==> config.mk <==
export PLATFORM = sky130hd
export DESIGN_NAME = micro_sequencer_flat
export DESIGN_NICKNAME = d
export VERILOG_FILES = /design/src/rtl/micro_sequencer_if.sv /design/src/rtl/micro_sequencer.sv /design/src/flat_wrapper.sv
export SDC_FILE = /design/constraint.sdc
export NUM_CORES = 1
export LEC_CHECK = 0
export ABC_CLOCK_PERIOD_IN_PS = 2300
export BUFFER_PORTS_ARGS = -buffer_cell sky130_fd_sc_hd__buf_2
export CAP_MARGIN = 20
export CORE_MARGIN = 2
export CORE_UTILIZATION = 40
export CTS_BUF_LIST = sky130_fd_sc_hd__clkbuf_2
export DETAILED_ROUTE_END_ITERATION = 12
export MAX_ROUTING_LAYER = met4
export SYNTH_ARGS = -nofsm -noshare
export SYNTH_HDL_FRONTEND = slang
export SYNTH_SLANG_ARGS = --single-unit
==> constraint.sdc <==
create_clock -name clock -period 2.3 [get_ports clock]
set_input_delay 0.345 -clock clock [delete_from_list [all_inputs] [get_ports clock]]
set_output_delay 0.345 -clock clock [all_outputs]
set_load 0.02 [all_outputs]
==> src/rtl/micro_sequencer_if.sv <==
// micro_sequencer_if: control-word / decoder inputs and control-store outputs.
// master drives ib, sb, db, nssel, ccz, hold; slave drives nextst, upc, sp, stack_err.
interface micro_sequencer_if #(
  parameter int AW = 5
);
  logic [AW-1:0] ib;
  logic [AW-1:0] sb;
  logic [AW-1:0] db;
  logic [2:0]    nssel;
  logic          ccz;
  logic          hold;
  logic [AW-1:0] nextst;
  logic [AW-1:0] upc;
  logic [2:0]    sp;
  logic          stack_err;

  modport master (
    output ib, sb, db, nssel, ccz, hold,
    input  nextst, upc, sp, stack_err
  );

  modport slave (
    input  ib, sb, db, nssel, ccz, hold,
    output nextst, upc, sp, stack_err
  );
endinterface

==> src/rtl/micro_sequencer.sv <==
// micro_sequencer: micro-address sequencer with a small return-address stack.
// Ports: clock, reset_n (async, active low), bus (slave side of micro_sequencer_if).
module micro_sequencer #(
  parameter int DEPTH = 4,
  parameter int AW    = 5
) (
  input  logic              clock,
  input  logic              reset_n,
  micro_sequencer_if.slave  bus
);

  localparam logic [2:0] SP_FULL = 3'(DEPTH);

  typedef enum logic [2:0] {
    NS_INC  = 3'b000,
    NS_JMP  = 3'b001,
    NS_IB   = 3'b010,
    NS_SB   = 3'b011,
    NS_CJMP = 3'b100,
    NS_CALL = 3'b101,
    NS_RET  = 3'b110,
    NS_STAY = 3'b111
  } ns_e;

  ns_e           ns;
  logic [AW-1:0] upc_q, upc_d;
  logic [2:0]    sp_q, sp_d;
  logic          err_q, err_d;
  logic [AW-1:0] stk_q [DEPTH];
  logic [AW-1:0] inc;
  logic [AW-1:0] top;
  logic [AW-1:0] nxt;
  logic          push;

  assign ns  = ns_e'(bus.nssel);
  assign inc = upc_q + AW'(1);

  // Entry sp-1 is the top of stack; empty stack reads 0.
  always_comb begin
    top = '0;
    for (int i = 0; i < DEPTH; i++) begin
      if (sp_q == 3'(i + 1)) top = stk_q[i];
    end
  end

  always_comb begin
    nxt   = inc;
    upc_d = upc_q;
    sp_d  = sp_q;
    err_d = err_q;
    push  = 1'b0;
    if (!reset_n) begin
      nxt = '0;
    end else if (bus.hold) begin
      nxt = upc_q;
    end else begin
      unique case (ns)
        NS_INC:  nxt = inc;
        NS_JMP:  nxt = bus.db;
        NS_IB:   nxt = bus.ib;
        NS_SB:   nxt = bus.sb;
        NS_CJMP: nxt = bus.ccz ? bus.db : inc;
        NS_CALL: begin
          nxt = bus.db;
          // Overflow still jumps; the return address is lost.
          if (sp_q == SP_FULL) begin
            err_d = 1'b1;
          end else begin
            push = 1'b1;
            sp_d = sp_q + 3'd1;
          end
        end
        NS_RET: begin
          // Underflow restarts at micro-address 0.
          if (sp_q == 3'd0) begin
            nxt   = '0;
            err_d = 1'b1;
          end else begin
            nxt  = top;
            sp_d = sp_q - 3'd1;
          end
        end
        NS_STAY: nxt = upc_q;
      endcase
      upc_d = nxt;
    end
  end

  always_ff @(posedge clock or negedge reset_n) begin
    if (!reset_n) begin
      upc_q <= '0;
      sp_q  <= '0;
      err_q <= 1'b0;
      for (int i = 0; i < DEPTH; i++) stk_q[i] <= '0;
    end else begin
      upc_q <= upc_d;
      sp_q  <= sp_d;
      err_q <= err_d;
      for (int i = 0; i < DEPTH; i++) begin
        if (push && sp_q == 3'(i)) stk_q[i] <= inc;
      end
    end
  end

  assign bus.nextst    = nxt;
  assign bus.upc       = upc_q;
  assign bus.sp        = sp_q;
  assign bus.stack_err = err_q;

endmodule

==> src/flat_wrapper.sv <==
// flat-port wrapper written by rule: the top's interface ports become plain ports
module micro_sequencer_flat 
#(
  parameter int DEPTH = 4,
  parameter int AW    = 5
)
  (clock, reset_n, bus_ib, bus_sb, bus_db, bus_nssel, bus_ccz, bus_hold, bus_nextst, bus_upc, bus_sp, bus_stack_err);
  micro_sequencer_if #(.AW(AW)) bus_i ();
  input  logic clock;
  input  logic reset_n;
  input wire logic [$bits(bus_i.ib)-1:0] bus_ib;
  input wire logic [$bits(bus_i.sb)-1:0] bus_sb;
  input wire logic [$bits(bus_i.db)-1:0] bus_db;
  input wire logic [$bits(bus_i.nssel)-1:0] bus_nssel;
  input wire logic [$bits(bus_i.ccz)-1:0] bus_ccz;
  input wire logic [$bits(bus_i.hold)-1:0] bus_hold;
  output wire logic [$bits(bus_i.nextst)-1:0] bus_nextst;
  output wire logic [$bits(bus_i.upc)-1:0] bus_upc;
  output wire logic [$bits(bus_i.sp)-1:0] bus_sp;
  output wire logic [$bits(bus_i.stack_err)-1:0] bus_stack_err;
  assign bus_i.ib = bus_ib;
  assign bus_i.sb = bus_sb;
  assign bus_i.db = bus_db;
  assign bus_i.nssel = bus_nssel;
  assign bus_i.ccz = bus_ccz;
  assign bus_i.hold = bus_hold;
  assign bus_nextst = bus_i.nextst;
  assign bus_upc = bus_i.upc;
  assign bus_sp = bus_i.sp;
  assign bus_stack_err = bus_i.stack_err;
  micro_sequencer #(.DEPTH(DEPTH), .AW(AW)) u_core (.clock(clock), .reset_n(reset_n), .bus(bus_i));
endmodule
==> metrics.csv, run 1 <==
stage,metric,value,unit
power_and_ir_drop,power share of the combinational group,57.8,%
power_and_ir_drop,Sw Pwr,0.935,mW
layout,Layout Nets,309,
power_and_ir_drop,Net Sw Frac,40.3,%
layout,design area,2730,um2
floorplanning,Rows,25,
layout,Reg area,729,um2
route,Detailed Route Iter0 Violations,86,
worst_setup_path,Crit Path Class,flop to output port,
grt,vias in the first global route,1828,
grt,first-pass GRT wire length,8760,um
timing,Final Max Slew Viols,0,
route,DRC,0,
synth,Synth Instances,206,
cts,worst skew pair latency,0.37,ns
layout,Area Overhead vs Synth,39.7,%
placement,pre-CTS setup slack,-0.0297,ns
power_and_ir_drop,Worst IR Drop VDD,0.553,mV
power_and_ir_drop,clock power share,10.0,%
power_and_ir_drop,Int Pwr,1.39,mW
route,routed via count,1844,
synth,largest area contributor in the netlist,dfrtp_1,
synth,post-synth design cell area,1950,um2
worst_setup_path,Critical Path AT,2.27,ns
timing,RSZ-0062 raised after global routing,true,
floorplanning,starting density of the core,41.3,%
placement,area post-placement,2360,um2
grt,initial antenna violation count,0,
timing,Final Hold Viols,0,
cts,CTS sink cnt,29,
layout,number of diodes,0,
timing,worst setup margin,-0.311,ns
layout,Fillers,426,
layout,Multi-input gate area,1250,um2
synth,top-count cell post-synth,dfrtp_1,
worst_setup_path,crit path launch type,flop,
route,Detailed Routing Iterations Pass 1,4,
layout,fraction of layout cells with a size suffix above 1,45.9,%
placement,gpl congestion,0.863,
floorplanning,die width,73.8,um
route,drt via density,5.33,
synth,Synth Flop Type,dfrtp_1,
synth,share of the synthesized area in the top cell type,37.2,%
floorplanning,I/O pin total,36,
grt,total grt overflow,0,
synth,register area share after synthesis,37.2,%
floorplanning,Die Height,73.8,um
timing,Post-Route Skew,0.0200,ns
synth,asr flop ratio synth,100,%
worst_setup_path,Critical Path RT,1.96,ns
cts,CTS tree,yes,
synth,ranking of synthesized cells by area,"dfrtp_1 37%, mux2_2 7.5%, nand2_1 5.4%",
cts,clk slew on worst S/H paths,0.15,ns
cts,H-tree Lvls,2,
cts,Max clock buf depth,2,
grt,Global Route Usage Sum,21.8,%
grt,grt met1 use,28.6,%
synth,Commonest cells post-synth,"29 x dfrtp_1, 28 x nand2_1, 18 x o21ai_0",
timing,period utilization,114,%
power_and_ir_drop,cell leakage power,1.26,nW
worst_hold_path,Min-Delay Path Class,primary input to async pin,
power_and_ir_drop,Flop pwr share,32.2,%
worst_setup_path,Critical Path End Type,output port,
run_status,failing checks,setup timing,
route,WL final,5310,um
worst_setup_path,CP max FO,6,
timing,Peak Freq,383,MHz
placement,Buffers on Ports,35,
route,post-route ant nets,0,
synth,total nets after synthesis,235,
synth,library cells used by synthesis,50,
run_status,status,"complete, but fails checks",
timing,Least-Margin Pin Slew,0.472,ns
power_and_ir_drop,Pwr per Cell Area,852,nW/um2
floorplanning,core area,4720,um2
cts,cts bufs inserted,5,
floorplanning,die area,5450,um2
cts,Root Buffer,clkbuf_2,
timing,worst relative slew slack,68.3,%
placement,dpl hpwl,3710,um
grt,largest net degree at the start of global routing,20,
synth,Yosys warning count,0,
flow_run,max-cap violations,0,
route,wire per inst,15.3,um
grt,global route hottest layer,met2,
synth,register bit count reported by yosys,29,
synth,syn_area_per_cell,9.47,um2
timing,post-route setup TNS,-1.36,ns
grt,M3 GR Usage,4.25,%
timing,setup violators final,6,
timing,fin crit period,2.61,ns
grt,met2 Usage GRT,34.0,%
synth,"EDFF count, synth",0,
## cell type report
class	count	area share [%]
Clock buffer	5	0.918
Timing Repair Buffer	81	22.2
Multi-Input combinational cell	156	45.7
Clock inverter	1	0.184
Sequential cell	29	26.8
Tap cell	67	3.08
Inverter	7	1.15
## worst paths after layout
check,to,slack (ns),start,depth (start not counted)
hold reg to reg,u_core.bus.stack_err,0.49,u_core.bus.stack_err,1
setup reg to reg,u_core.bus.upc[2],-0.13,u_core.bus.sp[1],14
setup / recovery,bus_nextst[1],-0.31,u_core.bus.sp[1],9
hold / removal,u_core.bus.stack_err,0.31,reset_n,2
min in group clock,u_core.bus.upc[3],0.37,bus_db[3],3
max in group asynchronous,u_core.bus.sp[1],1.50,reset_n,3
## layer usage
layer	vias up	wire length, um	share of wire, %
met4	0	99	1.9
met2	52	2430	46
met5	-	0	0
li1	901	-	-
met3	11	234	4.4
met1	880	2540	48
## placed cells by master (no fill, tap or decap), types with 4 or more instances in the layout
| cell | Yosys | final |
|---|---|---|
| mux2_2 | 13 | 13 |
| inv_1 | 7 | 5 |
| a211oi_1 | 8 | 6 |
| ha_4 | 0 | 5 |
| a21oi_1 | 6 | 5 |
| mux2i_1 | 6 | 6 |
| clkbuf_2 | 1 | 5 |
| dfrtp_1 | 29 | 26 |
| buf_2 | 5 | 30 |
| nand3_1 | 6 | 6 |
| o21ai_0 | 18 | 16 |
| buf_4 | 2 | 34 |
| nand2b_1 | 5 | 5 |
| buf_6 | 2 | 15 |
| nand2_1 | 28 | 28 |
| nor2_1 | 8 | 8 |
| xnor2_1 | 4 | 4 |
## worst max-delay path: stages (launching register included)
cell and delay (ns):
dfrtp_2 0.48, inv_4 0.06, buf_6 0.12, ha_4 0.17, buf_6 0.13, buf_6 0.11
a21boi_2 0.15, o41ai_2 0.35, a32o_1 0.21, buf_6 0.12
## registers in the layout, indices dropped and copies added (netlist names)
| name | count |
|---|---|
| u_core.stk_q | 20 |
| u_core.bus.upc | 5 |
| u_core.bus.sp | 3 |
| u_core.bus.stack_err | 1 |
## power by group through the flow
stage	logic [mW]	registers [mW]	clock network (mW)
after global routing	1.46	0.764	0.265
after floorplan	0.613	0.767	0
after global placement	1.02	0.720	0
after detailed placement	1.03	0.724	0
after CTS	1.22	0.722	0.242
final	1.34	0.747	0.233
## kinds of logic after synthesis
family                   synth area share [%]
XOR/XNOR                                 2.24
adder cells (fa/ha/maj)                  4.49
buffers and inverters                    5.58
flip-flops                               37.2
AO/OA/AOI/OAI                            22.2
multiplexers                             10.6
AND/OR/NAND/NOR                          17.7
## stage by stage
step / total power, mW / instances / util, % / hold slack, ns
3_3_place_gp: 1.74 / 320 / 50.1 / 0.178
5_1_grt: 2.48 / 346 / 57.7 / 0.326
2_1_floorplan: 1.38 / 206 / - / 0.0494
6_report: 2.32 / 346 / 57.7 / 0.308
3_5_place_dp: 1.75 / 320 / 50.1 / 0.179
4_1_cts: 2.18 / 340 / 55.0 / 0.299
## repair_timing
action                                  4_1_cts  5_1_grt
setup buffers                                13        6
resized for setup                            26       22
pin swaps                                     7        5
hold buffers                                  1        0
endpoints found under the setup margin        5        6
hold endpoints to repair                      2        0
Note: power is estimated with default switching activity, not from simulation.
==> inputs of run 2 (changes only) <==
ABC_AREA = 1   (was unset)
==> run 2 against run 1 <==
The run still ends with setup timing left. Worst setup slack improved by 0.26 ns. Die area rose by 2.2%. Fmax rose by 11%. Count of clock-buffer cells in the layout did not move. Highest routed layer unchanged.
==> metrics.csv, run 2 <==
stage,metric,value,unit
power_and_ir_drop,Pwr per Cell Area,927,nW/um2
floorplanning,core area,4750,um2
timing,Peak Freq,425,MHz
layout,fraction of layout cells with a size suffix above 1,30.6,%
floorplanning,I/O pin total,36,
synth,total nets after synthesis,311,
timing,worst setup margin,-0.0504,ns
layout,Layout Nets,361,
floorplanning,starting density of the core,42.0,%
timing,setup violators final,4,
cts,H-tree Lvls,2,
worst_setup_path,Critical Path RT,1.96,ns
timing,Post-Route Skew,0.0159,ns
layout,"most common cell after layout, fill and taps aside",nand2_1,
floorplanning,Die Height,74.6,um
grt,first-pass GRT wire length,8910,um
run_status,status,"complete, but fails checks",
worst_setup_path,CP most frequent cell,nand2_1,
worst_hold_path,Min-Delay Path Class,primary input to flop,
synth,largest area contributor in the netlist,dfrtp_1,
layout,number of diodes,0,
placement,dpl hpwl,3960,um
layout,final core occ,53.1,%
floorplanning,die area,5570,um2
power_and_ir_drop,cell leakage power,1.34,nW
cts,CTS tree,yes,
power_and_ir_drop,Worst IR Drop VDD,0.366,mV
worst_setup_path,Critical Path End Type,output port,
synth,asr flop ratio synth,100,%
synth,"EDFF count, synth",0,
synth,Synth Flop Type,dfrtp_1,
power_and_ir_drop,Pwr Total,2.34,mW
synth,register area share after synthesis,36.4,%
synth,library cells used by synthesis,33,
worst_setup_path,Crit path largest cell delay,0.49,ns
timing,worst relative slew slack,74.3,%
grt,largest net degree at the start of global routing,32,
grt,Global Route Usage Sum,21.7,%
layout,most frequent cells in the layout,"85 x nand2_1, 30 x buf_2, 28 x dfrtp_1, 26 x inv_1",
route,WL final,5200,um
worst_setup_path,WP buf/inv,3,
layout,Multi-input gate area,1180,um2
synth,post-synth design cell area,2000,um2
floorplanning,die width,74.6,um
timing,period utilization,102,%
grt,initial antenna violation count,0,
synth,Synth Instances,282,
flow_run,max-cap violations,0,
layout,Fillers,501,
placement,gpl congestion,0.865,
cts,Max clock buf depth,2,
synth,share of the synthesized area in the top cell type,36.4,%
timing,Least-Margin Pin Slew,0.385,ns
route,routed via count,1986,
placement,pre-CTS setup slack,0.145,ns
worst_setup_path,critical path's top delay family,simple AND/OR/NAND/NOR gates,
cts,worst skew pair latency,0.37,ns
route,Detailed Route Iter0 Violations,116,
worst_setup_path,slowest CP cell,dfrtp_2,
placement,Buffers on Ports,35,
grt,total grt overflow,0,
cts,clk slew on worst S/H paths,0.16,ns
floorplanning,Rows,25,
synth,Yosys warning count,0,
route,Detailed Routing Iterations Pass 1,4,
route,DRC,0,
worst_setup_path,Critical Path AT,2.01,ns
layout,Reg area,727,um2
synth,register bit count reported by yosys,29,
cts,Root Buffer,clkbuf_2,
timing,Final Max Slew Viols,0,
layout,largest register by flop count,u_core.stk_q,
route,drt via density,4.97,
worst_setup_path,CP Cell Sequence,inv_2 > ha_4 > inv_2 > nor2_4 > nand3_1 > nand3_1 > nand2_1 > nand2_1 > nand2_1 > nand2_1 > nand2_1 > nand2_1 > buf_4,
route,wire per inst,13.0,um
cts,cts bufs inserted,5,
cts,CTS sink cnt,29,
synth,Commonest cells post-synth,"91 x nand2_1, 32 x inv_1, 29 x dfrtp_1",
run_status,failing checks,setup timing,
timing,fin crit period,2.35,ns
timing,RSZ-0062 raised after global routing,true,
synth,ranking of synthesized cells by area,"dfrtp_1 36%, nand2_1 17%, nand3_1 6.0%",
timing,Final Hold Viols,0,
worst_setup_path,crit path launch type,flop,
synth,syn_area_per_cell,7.08,um2
route,post-route ant nets,0,
layout,number of flip-flops in the largest register,20,
layout,Area Overhead vs Synth,26.5,%
synth,top-count cell post-synth,nand2_1,
worst_setup_path,Crit Path Class,flop to output port,
worst_setup_path,CP max FO,7,
grt,vias in the first global route,1841,
[run 2: kinds of logic (layout without fill, tap and decap cells)]
kind of cell	Yosys count	in the layout	share of synthesized area, %
AOI/OAI and AO/OA	37	37	10.3
xor gates and xnor gates	5	5	2.19
adders and majority gates	7	7	4.39
buffers and inverters	45	96	9.97
DFF	29	29	36.4
and+or+nand+nor	159	159	36.8
[run 2: worst min-delay path, stage by stage]
cell and delay [ns]:
buf_2 0.09, inv_1 0.14, nand2_1 0.09, nand2_1 0.05
[run 2: cell type report]
class	count	area share (%)
clock inverter	3	1.64
timing repair buffer	49	12.1
tap	67	3.32
multi-input combinational	208	46.6
inverter	39	6.49
sequential	29	28.8
clock buffer	5	0.992
[run 2: where the power goes]
group / internal (mW) / switching, mW
combinational: 0.467 / 0.698
clock: 0.180 / 0.191
sequential: 0.670 / 0.133
total: 1.32 / 1.02
[run 2: worst paths after layout]
path                            depth (start not counted)  slack (ns)            startpoint              endpoint
worst min register to register                          1        0.50  u_core.bus.stack_err  u_core.bus.stack_err
worst min-delay path                                    4        0.38               reset_n     u_core.bus.upc[3]
max in group asynchronous                               3        1.47               reset_n      u_core.bus.sp[1]
worst max-delay path                                   13       -0.05      u_core.bus.sp[1]         bus_nextst[1]
min in group asynchronous                               3        0.52               reset_n      u_core.bus.sp[2]
worst max register to register                         10        0.66      u_core.bus.sp[1]      u_core.stk_q[19]
[run 2: what timing repair did]
| action | CTS | global route |
|---|---|---|
| cloned | 0 | 0 |
| buffers inserted | 5 | 0 |
| pin swaps | 4 | 2 |
| hold buffers | 1 | 0 |
| gates resized for setup | 32 | 10 |
| setup endpoints to repair | 5 | 5 |
| hold endpoints to repair | 16 | 0 |
[run 2: layer usage]
layer | track usage (%) | vias up | wire length, um
li1 | - | 1014 | -
met1 | 31.5 | 912 | 2490
met2 | 31.4 | 53 | 2320
met3 | 4.02 | 7 | 319
met4 | 5.36 | 0 | 58
met5 | - | - | 0
[run 2: stage by stage]
step                      area [um2]  hold slack [ns]  setup TNS [ns]  cells
after CTS                       2490            0.376          -0.228    400
after detailed placement        2270            0.423               0    386
after global routing            2520            0.365           -1.04    400
after floorplan                 2000           0.0494               0    282
final                           2520            0.381         -0.0985    400
after global placement          2270            0.424               0    386
